$ cat src/rtl/atm_pkg.sv
// -----------------------------------------------------------------------------
// atm_pkg
// Shared definitions for the ATM transaction scheduler:
//   - op-code constants (DEPOSIT, WITHDRAW, BALANCE, TRANSFER)
//   - response status constants
//   - scheduler state enum
//   - default balance/amount width
//   - small helper functions for request pre-checks
// -----------------------------------------------------------------------------
package atm_pkg;

    localparam int REG_WIDTH_DEF = 12;

    // Op codes
    localparam logic [2:0] OP_DEPOSIT  = 3'b000;
    localparam logic [2:0] OP_WITHDRAW = 3'b001;
    localparam logic [2:0] OP_BALANCE  = 3'b010;
    localparam logic [2:0] OP_TRANSFER = 3'b011;

    // Response status codes
    localparam logic [2:0] STS_OK           = 3'd0;
    localparam logic [2:0] STS_INSUFFICIENT = 3'd1;
    localparam logic [2:0] STS_OVERFLOW     = 3'd2;
    localparam logic [2:0] STS_BAD_ACCOUNT  = 3'd3;
    localparam logic [2:0] STS_BAD_AMOUNT   = 3'd4;
    localparam logic [2:0] STS_BAD_OP       = 3'd5;

    typedef enum logic [2:0] {
        IDLE,
        RD_SRC,
        RD_DST,
        EXEC,
        WR_SRC,
        WR_DST,
        RESP
    } state_e;

    // Valid op codes occupy the contiguous range 000..011.
    function automatic logic op_is_valid(input logic [2:0] op);
        return op <= OP_TRANSFER;
    endfunction

    // Account index check done at 32 bits so it stays meaningful when
    // NUM_ACCTS is not a power of two.
    function automatic logic idx_in_range(input int unsigned idx, input int unsigned limit);
        return idx < limit;
    endfunction

endpackage

$ cat src/rtl/atm_rr_arbiter.sv
// -----------------------------------------------------------------------------
// atm_rr_arbiter
// Purely combinational round-robin arbiter. The request vector is rotated so
// that terminal rr_ptr sits at bit 0, the lowest set bit is isolated, and the
// result is rotated back.
// Ports:
//   req     in  NUM_TERM : request levels
//   rr_ptr  in  PTR_W    : highest-priority terminal index
//   winner  out NUM_TERM : one-hot grant candidate (all zero if no request)
// -----------------------------------------------------------------------------
module atm_rr_arbiter #(
    parameter int NUM_TERM = 4,
    parameter int PTR_W    = (NUM_TERM > 1) ? $clog2(NUM_TERM) : 1
) (
    input  logic [NUM_TERM-1:0] req,
    input  logic [PTR_W-1:0]    rr_ptr,
    output logic [NUM_TERM-1:0] winner
);

    logic [NUM_TERM-1:0] rot_req;
    logic [NUM_TERM-1:0] rot_pick;

    always_comb begin
        // Shifting by NUM_TERM (rr_ptr == 0) yields zero, so the OR is a clean rotate.
        rot_req  = (req >> rr_ptr) | (req << (NUM_TERM - int'(rr_ptr)));
        // x & -x keeps only the lowest set bit.
        rot_pick = rot_req & (~rot_req + NUM_TERM'(1));
        winner   = (rot_pick << rr_ptr) | (rot_pick >> (NUM_TERM - int'(rr_ptr)));
    end

endmodule

$ cat src/rtl/atm_txn_scheduler.sv
// -----------------------------------------------------------------------------
// atm_txn_scheduler
// Shares one single-port account-balance store among NUM_TERM ATM front-ends.
// One request is picked round-robin, pre-checked, then run through a
// read / check / write sequence on the store, and answered with a status and
// the resulting source balance.
//
// Ports:
//   clk, rst_n        : clock, asynchronous active-low reset
//   req               : per-terminal request level
//   req_op/src/dst/amount : packed per-terminal request fields
//   grant             : one-hot, terminal currently being served
//   done              : one-cycle pulse to the served terminal
//   resp_status       : status code, valid with done
//   resp_balance      : source balance after the transaction, valid with done
//   busy              : high whenever the scheduler is not IDLE
//   db_rd_en/db_addr/db_rd_data/db_wr_en/db_wr_data : balance store port
//                       (read data returns one cycle after db_rd_en)
//
// Optional build macro ATM_AUDIT_EN adds 16-bit saturating ok_count and
// fail_count outputs, bumped once per response.
// -----------------------------------------------------------------------------
module atm_txn_scheduler
    import atm_pkg::*;
#(
    parameter int NUM_TERM  = 4,
    parameter int NUM_ACCTS = 4,
    parameter int REG_WIDTH = REG_WIDTH_DEF,
    parameter int ACCT_W    = $clog2(NUM_ACCTS)
) (
    input  logic                          clk,
    input  logic                          rst_n,
    input  logic [NUM_TERM-1:0]           req,
    input  logic [3*NUM_TERM-1:0]         req_op,
    input  logic [ACCT_W*NUM_TERM-1:0]    req_src,
    input  logic [ACCT_W*NUM_TERM-1:0]    req_dst,
    input  logic [REG_WIDTH*NUM_TERM-1:0] req_amount,
    output logic [NUM_TERM-1:0]           grant,
    output logic [NUM_TERM-1:0]           done,
    output logic [2:0]                    resp_status,
    output logic [REG_WIDTH-1:0]          resp_balance,
    output logic                          busy,
    output logic                          db_rd_en,
    output logic [ACCT_W-1:0]             db_addr,
    input  logic [REG_WIDTH-1:0]          db_rd_data,
    output logic                          db_wr_en,
    output logic [REG_WIDTH-1:0]          db_wr_data
`ifdef ATM_AUDIT_EN
    ,
    output logic [15:0]                   ok_count,
    output logic [15:0]                   fail_count
`endif
);

    localparam int PTR_W = (NUM_TERM > 1) ? $clog2(NUM_TERM) : 1;

    // -------------------------------------------------------------------------
    // State and latched transaction
    // -------------------------------------------------------------------------
    state_e                state_q,   state_d;
    logic [PTR_W-1:0]      rr_ptr_q,  rr_ptr_d;
    logic [NUM_TERM-1:0]   grant_q,   grant_d;
    logic [PTR_W-1:0]      win_idx_q, win_idx_d;
    logic [2:0]            op_q,      op_d;
    logic [ACCT_W-1:0]     src_q,     src_d;
    logic [ACCT_W-1:0]     dst_q,     dst_d;
    logic [REG_WIDTH-1:0]  amt_q,     amt_d;
    logic [REG_WIDTH-1:0]  src_bal_q, src_bal_d;
    logic [REG_WIDTH-1:0]  new_src_q, new_src_d;
    logic [REG_WIDTH-1:0]  new_dst_q, new_dst_d;
    logic [2:0]            status_q,  status_d;
    logic [REG_WIDTH-1:0]  bal_q,     bal_d;

    // -------------------------------------------------------------------------
    // Arbitration and field selection
    // -------------------------------------------------------------------------
    logic [NUM_TERM-1:0]  winner;
    logic [PTR_W-1:0]     sel_idx;
    logic [2:0]           sel_op;
    logic [ACCT_W-1:0]    sel_src;
    logic [ACCT_W-1:0]    sel_dst;
    logic [REG_WIDTH-1:0] sel_amt;
    logic                 pre_fail;
    logic [2:0]           pre_status;

    atm_rr_arbiter #(
        .NUM_TERM (NUM_TERM),
        .PTR_W    (PTR_W)
    ) u_arb (
        .req    (req),
        .rr_ptr (rr_ptr_q),
        .winner (winner)
    );

    always_comb begin
        // NOTE: every variable gets a default before any conditional assignment;
        // a path that leaves one unassigned would infer a latch.
        sel_idx = '0;
        sel_op  = '0;
        sel_src = '0;
        sel_dst = '0;
        sel_amt = '0;
        for (int i = 0; i < NUM_TERM; i++) begin
            if (winner[i]) begin
                sel_idx = PTR_W'(i);
                sel_op  = req_op[3*i +: 3];
                sel_src = req_src[ACCT_W*i +: ACCT_W];
                sel_dst = req_dst[ACCT_W*i +: ACCT_W];
                sel_amt = req_amount[REG_WIDTH*i +: REG_WIDTH];
            end
        end
    end

    // Pre-checks are evaluated in priority order: op, account, amount.
    always_comb begin
        pre_fail   = 1'b0;
        pre_status = STS_OK;
        if (!op_is_valid(sel_op)) begin
            pre_fail   = 1'b1;
            pre_status = STS_BAD_OP;
        end else if (!idx_in_range(32'(sel_src), NUM_ACCTS) ||
                     ((sel_op == OP_TRANSFER) &&
                      (!idx_in_range(32'(sel_dst), NUM_ACCTS) || (sel_dst == sel_src)))) begin
            pre_fail   = 1'b1;
            pre_status = STS_BAD_ACCOUNT;
        end else if ((sel_op != OP_BALANCE) && (sel_amt == '0)) begin
            pre_fail   = 1'b1;
            pre_status = STS_BAD_AMOUNT;
        end
    end

    // -------------------------------------------------------------------------
    // EXEC arithmetic. For a TRANSFER the source balance was captured in
    // RD_DST and db_rd_data now carries the destination balance; for every
    // other op db_rd_data is the source balance. The adder therefore always
    // takes db_rd_data, and the extra MSB is the carry / borrow flag.
    // -------------------------------------------------------------------------
    logic [REG_WIDTH-1:0] exec_src;
    logic [REG_WIDTH:0]   add_res;
    logic [REG_WIDTH:0]   sub_res;

    assign exec_src = (op_q == OP_TRANSFER) ? src_bal_q : db_rd_data;
    assign add_res  = {1'b0, db_rd_data} + {1'b0, amt_q};
    assign sub_res  = {1'b0, exec_src}   - {1'b0, amt_q};

    // -------------------------------------------------------------------------
    // Next-state logic
    // -------------------------------------------------------------------------
    always_comb begin
        state_d   = state_q;
        rr_ptr_d  = rr_ptr_q;
        grant_d   = grant_q;
        win_idx_d = win_idx_q;
        op_d      = op_q;
        src_d     = src_q;
        dst_d     = dst_q;
        amt_d     = amt_q;
        src_bal_d = src_bal_q;
        new_src_d = new_src_q;
        new_dst_d = new_dst_q;
        status_d  = status_q;
        bal_d     = bal_q;

        case (state_q)
            IDLE: begin
                if (|req) begin
                    grant_d   = winner;
                    win_idx_d = sel_idx;
                    op_d      = sel_op;
                    src_d     = sel_src;
                    dst_d     = sel_dst;
                    amt_d     = sel_amt;
                    if (pre_fail) begin
                        status_d = pre_status;
                        bal_d    = '0;
                        state_d  = RESP;
                    end else begin
                        state_d  = RD_SRC;
                    end
                end
            end

            RD_SRC: state_d = (op_q == OP_TRANSFER) ? RD_DST : EXEC;

            RD_DST: begin
                src_bal_d = db_rd_data;
                state_d   = EXEC;
            end

            EXEC: begin
                // Error exits report the untouched source balance.
                status_d = STS_OK;
                bal_d    = exec_src;
                case (op_q)
                    OP_BALANCE: state_d = RESP;
                    OP_DEPOSIT: begin
                        if (add_res[REG_WIDTH]) begin
                            status_d = STS_OVERFLOW;
                            state_d  = RESP;
                        end else begin
                            new_src_d = add_res[REG_WIDTH-1:0];
                            bal_d     = add_res[REG_WIDTH-1:0];
                            state_d   = WR_SRC;
                        end
                    end
                    OP_WITHDRAW: begin
                        if (sub_res[REG_WIDTH]) begin
                            status_d = STS_INSUFFICIENT;
                            state_d  = RESP;
                        end else begin
                            new_src_d = sub_res[REG_WIDTH-1:0];
                            bal_d     = sub_res[REG_WIDTH-1:0];
                            state_d   = WR_SRC;
                        end
                    end
                    OP_TRANSFER: begin
                        if (sub_res[REG_WIDTH]) begin
                            status_d = STS_INSUFFICIENT;
                            state_d  = RESP;
                        end else if (add_res[REG_WIDTH]) begin
                            status_d = STS_OVERFLOW;
                            state_d  = RESP;
                        end else begin
                            new_src_d = sub_res[REG_WIDTH-1:0];
                            new_dst_d = add_res[REG_WIDTH-1:0];
                            bal_d     = sub_res[REG_WIDTH-1:0];
                            state_d   = WR_SRC;
                        end
                    end
                    default: begin
                        // Unreachable: invalid ops are rejected in IDLE.
                        status_d = STS_BAD_OP;
                        state_d  = RESP;
                    end
                endcase
            end

            WR_SRC: state_d = (op_q == OP_TRANSFER) ? WR_DST : RESP;

            WR_DST: state_d = RESP;

            RESP: begin
                rr_ptr_d = (win_idx_q == PTR_W'(NUM_TERM - 1)) ? '0 : win_idx_q + PTR_W'(1);
                grant_d  = '0;
                state_d  = IDLE;
            end

            default: state_d = IDLE;
        endcase
    end

    // -------------------------------------------------------------------------
    // Registers
    // -------------------------------------------------------------------------
    // NOTE: sequential state is updated only with non-blocking assignments so
    // every register samples the pre-edge value of its inputs.
    always_ff @(posedge clk or negedge rst_n) begin
        if (!rst_n) begin
            state_q   <= IDLE;
            rr_ptr_q  <= '0;
            grant_q   <= '0;
            win_idx_q <= '0;
            op_q      <= '0;
            src_q     <= '0;
            dst_q     <= '0;
            amt_q     <= '0;
            src_bal_q <= '0;
            new_src_q <= '0;
            new_dst_q <= '0;
            status_q  <= '0;
            bal_q     <= '0;
        end else begin
            state_q   <= state_d;
            rr_ptr_q  <= rr_ptr_d;
            grant_q   <= grant_d;
            win_idx_q <= win_idx_d;
            op_q      <= op_d;
            src_q     <= src_d;
            dst_q     <= dst_d;
            amt_q     <= amt_d;
            src_bal_q <= src_bal_d;
            new_src_q <= new_src_d;
            new_dst_q <= new_dst_d;
            status_q  <= status_d;
            bal_q     <= bal_d;
        end
    end

    // -------------------------------------------------------------------------
    // Outputs: registers or pure decodes of the state register, so nothing on
    // the store port depends combinationally on req.
    // -------------------------------------------------------------------------
    always_comb begin
        grant        = grant_q;
        done         = (state_q == RESP) ? grant_q : '0;
        resp_status  = status_q;
        resp_balance = bal_q;
        busy         = (state_q != IDLE);
        db_rd_en     = (state_q == RD_SRC) || (state_q == RD_DST);
        db_wr_en     = (state_q == WR_SRC) || (state_q == WR_DST);
        db_addr      = '0;
        db_wr_data   = '0;
        case (state_q)
            RD_SRC: db_addr = src_q;
            RD_DST: db_addr = dst_q;
            WR_SRC: begin
                db_addr    = src_q;
                db_wr_data = new_src_q;
            end
            WR_DST: begin
                db_addr    = dst_q;
                db_wr_data = new_dst_q;
            end
            default: ;
        endcase
    end

`ifdef ATM_AUDIT_EN
    // -------------------------------------------------------------------------
    // Audit counters: one bump per response, saturating at all-ones.
    // -------------------------------------------------------------------------
    logic [15:0] ok_cnt_q,   ok_cnt_d;
    logic [15:0] fail_cnt_q, fail_cnt_d;

    always_comb begin
        ok_cnt_d   = ok_cnt_q;
        fail_cnt_d = fail_cnt_q;
        if (state_q == RESP) begin
            if (status_q == STS_OK) begin
                if (ok_cnt_q != 16'hFFFF) ok_cnt_d = ok_cnt_q + 16'd1;
            end else begin
                if (fail_cnt_q != 16'hFFFF) fail_cnt_d = fail_cnt_q + 16'd1;
            end
        end
    end

    always_ff @(posedge clk or negedge rst_n) begin
        if (!rst_n) begin
            ok_cnt_q   <= '0;
            fail_cnt_q <= '0;
        end else begin
            ok_cnt_q   <= ok_cnt_d;
            fail_cnt_q <= fail_cnt_d;
        end
    end

    assign ok_count   = ok_cnt_q;
    assign fail_count = fail_cnt_q;
`endif

endmodule

$ cat config.mk
export PLATFORM = sky130hd
export DESIGN_NAME = atm_txn_scheduler
export DESIGN_NICKNAME = d
export VERILOG_FILES = /design/src/rtl/atm_pkg.sv /design/src/rtl/atm_rr_arbiter.sv /design/src/rtl/atm_txn_scheduler.sv
export SDC_FILE = /design/constraint.sdc
export NUM_CORES = 1
export LEC_CHECK = 0
export BUFFER_PORTS_ARGS = -buffer_cell sky130_fd_sc_hd__buf_4
export CAP_MARGIN = 20
export CELL_PAD_IN_SITES_DETAIL_PLACEMENT = 1
export CELL_PAD_IN_SITES_GLOBAL_PLACEMENT = 2
export CORE_AREA = 4 4 141 143
export CTS_BUF_LIST = sky130_fd_sc_hd__clkbuf_8 sky130_fd_sc_hd__clkbuf_16
export DETAILED_ROUTE_END_ITERATION = 7
export DIE_AREA = 0 0 145 147
export PLACE_DENSITY_LB_ADDON = 0.08
export SKIP_LAST_GASP = 1
export SYNTH_ARGS = -nofsm -noshare
export SYNTH_HDL_FRONTEND = slang
export SYNTH_HIERARCHICAL = 1
export SYNTH_SLANG_ARGS = --single-unit
$ cat constraint.sdc
create_clock -name clk -period 10.94 [get_ports clk]
set_input_delay 0 -clock clk [delete_from_list [all_inputs] [get_ports clk]]
set_output_delay 0 -clock clk [all_outputs]
set_load 0.05 [all_outputs]
# Yosys cells after proc, flatten, opt, wreduce, memory -nomap -nowiden
# Index checks and enable logic that the tools add are counted.
[word_totals]
reg_bits = 81
latch_bits = 0
ramBits = 0
mem_bits_ro = 0
inputBits = 94
output_inout_bits = 40
wordCells = 128
memories = 0
[classes]
addsub = 5
n_mul = 0
div = 0
n_lt_le_gt_ge = 1
eq_ne = 19
shifts = 4
muxes = 61
bitwise = 6
reduce_logical = 19
[ops]
columns = ["operator", "count"]
rows = [
  ["$mux 12", 15],
  ["$pmux 12 s3", 2],
  ["$pmux 12 s2", 2],
  ["$mux 3", 12],
  ["$mux 2", 16],
  ["$shl 4x32->4", 1],
  ["$shr 4x32->4", 1],
  ["$pmux 3 s6", 1],
  ["$eq 3x2->1 const B", 5],
  ["$add 12x12->13", 1],
  ["$sub 12x12->13", 1],
  ["$logic_not 12->1", 1],
  ["$ne 2x2->1 const B", 6],
  ["$pmux 3 s4", 1],
  ["$eq 3x3->1 const B", 3],
  ["$pmux 3 s3", 1],
  ["$mux 4", 2],
  ["$or 4x4->4", 2],
  ["$pmux 4 s2", 1],
  ["$eq 3x1->1 const B", 2],
  ["$logic_not 3->1", 2],
  ["$mux 1", 6],
  ["$pmux 3 s2", 1],
  ["$reduce_and 6->1", 1],
  ["22 further kinds", 29],
]

# Logic depth before layout (Yosys ltp)
[depth]
ltp_word = 20
depth_mapped = 19

# By module
# The synthesis kept the hierarchy.
[modules_own_cells]
columns = ["mod", "instances", "cells_each", "area_per_inst_um2"]
rows = [
  ["atm_txn_scheduler", 1, 659, 5770.5],
  ["atm_rr_arbiter", 1, 61, 444.2],
]

# Worst setup path after synthesis
# OpenSTA, ideal clock, no wires.
[synth_timing]
path_kind = "reg2reg"
startpoint = "register rr_ptr_q[0]"
endpoint = "register status_q[0], in the netlist resp_status[0]"
setup_time_ns = 0.125
arrival_time_ns = 4.149
setup_slack_ns = 6.666
stages_incl_launch_ff = 17
path_buffers = 3
synth_period_minus_slack_ns = 4.274
cell_sequence = "dfrtp_1 > inv_2 > ha_1 > buf_2 > nor2_1 > a211oi_1 > nand2_1 > o31ai_1 > buf_6 > inv_1 > clkbuf_1 > o211ai_1 > o2111ai_1 > or4b_1 > and3_4 > o21ai_2 > mux2_2"
[synth_between]
word_cells_on_any_way = 43
cone_classes = "add/sub: 2; order compare: 1; eq/ne: 4; shift: 4; mux: 24; bitwise: 4; reduce/logical: 4"
[synth_rtl]
columns = ["element", "line", "text"]
rows = [
  ["start, declared", "atm_txn_scheduler.sv:61", "logic [PTR_W-1:0] rr_ptr_q, rr_ptr_d;"],
  ["start signal, assigned", "atm_txn_scheduler.sv:274", "rr_ptr_q <= rr_ptr_d;"],
  ["$sub 3x2->4", "atm_rr_arbiter.sv:25, atm_rr_arbiter.sv:28", ""],
  ["$shl 4x32->4", "atm_rr_arbiter.sv:25", "rot_req = (req >> rr_ptr) | (req << (NUM_TERM - int'(rr_ptr)));"],
  ["$or 4x4->4", "atm_rr_arbiter.sv:25", ""],
  ["$not 4->4", "atm_rr_arbiter.sv:27", "rot_pick = rot_req & (~rot_req + NUM_TERM'(1));"],
  ["$add 4x1->4", "atm_rr_arbiter.sv:27", ""],
  ["$and 4x4->4", "atm_rr_arbiter.sv:27", ""],
  ["$shr 4x32->4 / $shl 4x2->4 (equally long branches)", "atm_rr_arbiter.sv:28", "winner = (rot_pick << rr_ptr) | (rot_pick >> (NUM_TERM - int'(rr_ptr)));"],
  ["$or 4x4->4 (*)", "atm_rr_arbiter.sv:28", ""],
  ["via winner[3]", "atm_txn_scheduler.sv:77", "logic [NUM_TERM-1:0] winner;"],
  ["$mux 12, or another cell as far along", "atm_txn_scheduler.sv:104", "if (winner[i]) begin"],
  ["$logic_not 12->1, or another cell as far along", "atm_txn_scheduler.sv:126", "end else if ((sel_op != OP_BALANCE) && (sel_amt == '0)) begin"],
  ["$logic_and 1x1->1 (on tied branches)", "atm_txn_scheduler.sv:126, atm_txn_scheduler.sv:122", ""],
  ["$mux 1 / $mux 3 (equally long branches)", "atm_txn_scheduler.sv:126, atm_txn_scheduler.sv:121", ""],
  ["$mux 1 / $mux 3 (equally long branches)", "atm_txn_scheduler.sv:121, atm_txn_scheduler.sv:118", ""],
  ["$mux 1 / $mux 3 (equally long branches)", "atm_txn_scheduler.sv:118, atm_txn_scheduler.sv:173", ""],
  ["$ne 2x2->1 (no source line) / $mux 3 (equally long branches)", "--", ""],
  ["$reduce_and 3->1 (no source line) / $pmux 3 s2 (equally long branches)", "--", ""],
  ["end signal, assigned", "atm_txn_scheduler.sv:284", "status_q <= status_d;"],
  ["end, declared", "atm_txn_scheduler.sv:71", "logic [2:0] status_q, status_d;"],
]
# Mark *: on every way through the listed nets, which the timed path passes. The rest lies on a longest branch. The select of a mux whose other input is x is not followed.
# A chain may end at the register's enable or synchronous reset.

# Final worst setup path
[layout_timing]
startpoint = "register rr_ptr_q[1]"
endpoint = "register status_q[2], in the netlist resp_status[2]"
[layout_between]
elab_chain_len = 20
word_cells_on_any_way = 44
cone_classes = "add/sub: 2; order compare: 1; eq/ne: 4; shift: 4; mux: 25; bitwise: 4; reduce/logical: 4"
[layout_rtl]
columns = ["element", "line", "text"]
rows = [
  ["$sub 3x2->4", "atm_rr_arbiter.sv:25, atm_rr_arbiter.sv:28", ""],
  ["$shl 4x32->4", "atm_rr_arbiter.sv:25", ""],
  ["$or 4x4->4", "atm_rr_arbiter.sv:25", ""],
  ["$not 4->4", "atm_rr_arbiter.sv:27", ""],
  ["$add 4x1->4", "atm_rr_arbiter.sv:27", ""],
  ["$and 4x4->4", "atm_rr_arbiter.sv:27", ""],
  ["$shr 4x32->4 / $shl 4x2->4 (equally long branches)", "atm_rr_arbiter.sv:28", ""],
  ["$or 4x4->4 (*)", "atm_rr_arbiter.sv:28", ""],
  ["via winner[0]", "atm_txn_scheduler.sv:77", ""],
  ["(+4 left out)", "--", ""],
  ["$logic_not 12->1 / $ne 3x2->1 (equally long branches)", "atm_txn_scheduler.sv:126", ""],
  ["$logic_and 1x1->1", "atm_txn_scheduler.sv:126", ""],
  ["$mux 3", "atm_txn_scheduler.sv:126", ""],
  ["$mux 3", "atm_txn_scheduler.sv:121", "end else if (!idx_in_range(32'(sel_src), NUM_ACCTS) ||"],
  ["$mux 3", "atm_txn_scheduler.sv:118", "if (!op_is_valid(sel_op)) begin"],
  ["$mux 3", "atm_txn_scheduler.sv:173", "if (pre_fail) begin"],
  ["$mux 3", "atm_txn_scheduler.sv:166", "if (|req) begin"],
  ["$pmux 3 s2", "atm_txn_scheduler.sv:164", "case (state_q)"],
]
# Marked as above.

==> impl_results.rst <==
.. list-table::
   :header-rows: 1

   * - Metric
     - Value
   * - Result of the run
     - completed
   * - Sinks on Clock Net
     - 81
   * - Async S/R FF share, synth
     - 1.00
   * - Die Y-Extent
     - 147 um
   * - Final instance area
     - 7960 um2
   * - Multi-input logic area
     - 3950 um2
   * - Layout cells sized above 1
     - 0.250
   * - Total via count in the routed design
     - 6020
   * - Overall track demand over capacity in global routing
     - 0.204
   * - Placed inst area
     - 7450 um2
   * - Wire length of the first global-routing pass
     - 35200 um
   * - Top post-synthesis cells by area
     - dfrtp_1 33%, nand2_1 5.9%, ha_1 5.4%, mux2_2 5.3%, o21ai_0 3.9%
   * - Bufs on Longest Clock Path
     - 2
   * - Syn Nets
     - 843
   * - DRC marker count from the first detailed-route iteration
     - 321
   * - Critical path peak fanout
     - 17
   * - Clk slew on worst S/H paths
     - 0.06 ns
   * - Min Clock Period, post-route
     - 5.59 ns
   * - Initial antenna violation count
     - 0
   * - Sequential-to-total area share from yosys stat
     - 0.326
   * - N_diodes
     - 0
   * - Post-synth top area cell
     - dfrtp_1
   * - Clock tree root driver cell
     - clkbuf_16
   * - Number of violations of the max-capacitance limit
     - 0
   * - Most numerous cell types in the synthesized netlist
     - 97 x nand2_1, 81 x dfrtp_1, 48 x o21ai_0, 46 x nor2_1, 42 x a21oi_1
   * - Fill cell count
     - 2207
   * - Core Region
     - 18600 um2
   * - Number of buffers added for setup after CTS
     - 0
   * - Fraction of post-synthesis cell area in the top cell type by area
     - 0.326
   * - Main synth FF type
     - dfrtp_1
   * - Pin count of the biggest net entering global routing
     - 62
   * - Source-to-sink clock delay at the later pin of the worst-skew pair
     - 0.35 ns
   * - Type of the worst setup path
     - flip-flop to flip-flop
   * - Worst slew pin tran
     - 0.967 ns
   * - DRT antenna net count
     - 0
   * - Final number of hold-violating endpoints
     - 0
   * - CP most frequent cell
     - a21oi_1
   * - Boundary pin count
     - 134
   * - Portion of the clock cycle consumed by the worst path in the final layout
     - 0.511
   * - Class of the most critical hold timing path
     - input port to flip-flop
   * - Final Wtd Congestion
     - 0.934
   * - Gates resized, CTS repair
     - 0
   * - Met2 capacity usage during global routing
     - 0.346
   * - Final Slew Violations
     - 0
   * - Average wire length per cell after detail routing
     - 20.0 um
   * - Number of setup violations in the final report
     - 0
   * - Die Wd
     - 145 um
   * - Met3 global-route usage
     - 0.0379
   * - Max stage delay cell, worst path
     - dfrtp_1
   * - First-pass iteration count of the detailed router
     - 5
   * - Overall die area
     - 21300 um2
   * - Most frequently used cell type in the post-synthesis netlist
     - nand2_1
   * - Post-layout instance count excluding filler cells
     - 1099
   * - Vias in the first global route
     - 6477
   * - Total routed wirelength
     - 21900 um
   * - Net total in the final layout
     - 983
   * - Maximum vdd drop
     - 0.110 mV
   * - Seq cells post-synth
     - 81
   * - Setup repair after global routing missed its margin
     - no
   * - Final worst clock skew
     - 0.0129 ns
   * - Starting Density
     - 0.334
   * - Number of library cell types mapped by synthesis
     - 78
   * - Worst-case headroom to the max-slew limit
     - 0.349
   * - Worst EP required
     - 11.17 ns
   * - Finished Core Util
     - 0.429
   * - Endpoint kind of the worst setup timing path
     - flip-flop
   * - Setup slack at placement
     - 5.05 ns
   * - Number of H-tree branching levels
     - 3
   * - Placed Instances
     - 1062
   * - Data arrival, critical path
     - 5.82 ns
   * - Peak Freq
     - 0.179 GHz
   * - Mean instance size in the synthesized netlist
     - 8.63 um2
   * - Mapped Area
     - 6210 um2
   * - Number of core rows
     - 50
   * - Combined flip-flop and latch cell area
     - 2030 um2
   * - Busiest layer in global routing
     - met2
   * - Number of flops mapped to enable cells by yosys
     - 0
   * - CTS tree
     - yes
   * - Post-Syn Instances
     - 720
   * - Port Buf Inserts
     - 133
   * - Highest cell delay on the worst timing path
     - 0.71 ns
   * - Setup TNS Final
     - 0 ns
   * - Final Worst Setup Slack
     - 5.35 ns
   * - Count of synthesis-stage warnings from yosys
     - 6
   * - P_leak
     - 0.00356 uW
   * - Met1 Use GR
     - 0.267
   * - Total global routing overflow
     - 0
   * - Clock buffer count from CTS
     - 9
   * - Mean number of vias per cell
     - 5.48
   * - Category of the worst setup path launch point
     - flip-flop
   * - Area growth from synthesis to layout
     - 28.1%
   * - DRC Markers
     - 0
   * - DP HPWL
     - 17500 um
   * - Sequence of cells on the critical path
     - inv_1, ha_1, nor2_1, a21oi_1, o32a_1, a211oi_1, nor2b_1, a22oi_1, a21oi_1, o2111ai_1, or4b_1, and3_4, o21ai_2, mux2_2
   * - Power density over cell area
     - 349 nW/um2
-- cells in the final DEF, fill, tap and decap left out, types with 20 or more instances in the layout --
cell / n
a21oi_1: 42
nor2_1: 46
dfrtp_1: 81
mux2_2: 29
o21ai_0: 48
nand2_1: 97
buf_4: 145
mux2i_1: 20
dlygate4sd3_1: 20
inv_1: 27
ha_1: 27
-- state kept, by name, indices dropped and copies added (netlist names) --
signal / flops
dst_q: 2
new_src_q: 12
grant: 4
src_bal_q: 12
resp_status: 3
resp_balance: 12
op_q: 3
state_q: 3
amt_q: 12
win_idx_q: 2
src_q: 2
new_dst_q: 12
rr_ptr_q: 2
-- stage by stage --
stage               power, uW  hold slack, ns
detailed placement       2480         -0.0924
CTS                      2790          0.0274
global route             3010          0.0581
finish                   2780          0.0154
global placement         2430         -0.0976
floorplan                1920          -0.296
-- cell families after synthesis --
kind of cell	count (synthesis)	share of synthesized area
XOR/XNOR	16	0.0225
AO/OA/AOI/OAI	229	0.258
flip-flops	81	0.326
buffers and inverters	64	0.0427
AND/OR/NAND/NOR	250	0.201
adder cells (fa/ha/maj)	29	0.0608
multiplexers	51	0.0890
-- what timing repair did --
| action | 4_1_cts | 5_1_grt |
|---|---|---|
| setup endpoints to repair | 0 | 0 |
| hold buffers | 20 | 0 |
| endpoints found under the hold margin | 39 | 0 |
-- layout make-up --
type                       count  share of cell area
timing repair buffer         166               0.164
multi-input combinational    575               0.495
clock buffer                  12              0.0335
inverter                      27              0.0127
sequential                    81               0.255
tap                          234              0.0368
clock inverter                 4             0.00346
-- per-layer routing --
metal	part of all wire	vias up
li1	-	2955
met1	0.46	2883
met2	0.47	159
met3	0.046	23
met4	0.015	0
met5	0	-
-- power breakdown --
part	switching, uW	internal (uW)
logic	1180	744
clock network	126	172
registers	127	436
-- worst max-delay path, delay by kind of cell (launching register included) --
kind	cells	cell delay [ns]
adders and majority gates	1	0.50
AOI/OAI and AO/OA	7	1.92
and+or+nand+nor	4	1.67
buffers and inverters	1	0.27
DFF	1	0.71
muxes	1	0.39
-- final timing paths --
kind	from	endpoint	slack [ns]	cells past startpoint
setup / recovery	rr_ptr_q[1]	resp_status[2]	5.35	14
hold / removal	req_amount[11]	amt_q[11]	0.02	3
setup reg to reg	rr_ptr_q[1]	resp_status[2]	5.35	14
hold reg to reg	new_dst_q[6]	new_dst_q[6]	0.47	2
max in group asynchronous	rst_n	resp_status[1]	9.77	3
min in group asynchronous	rst_n	src_bal_q[9]	0.08	2
(Power assumes the default switching activity.)
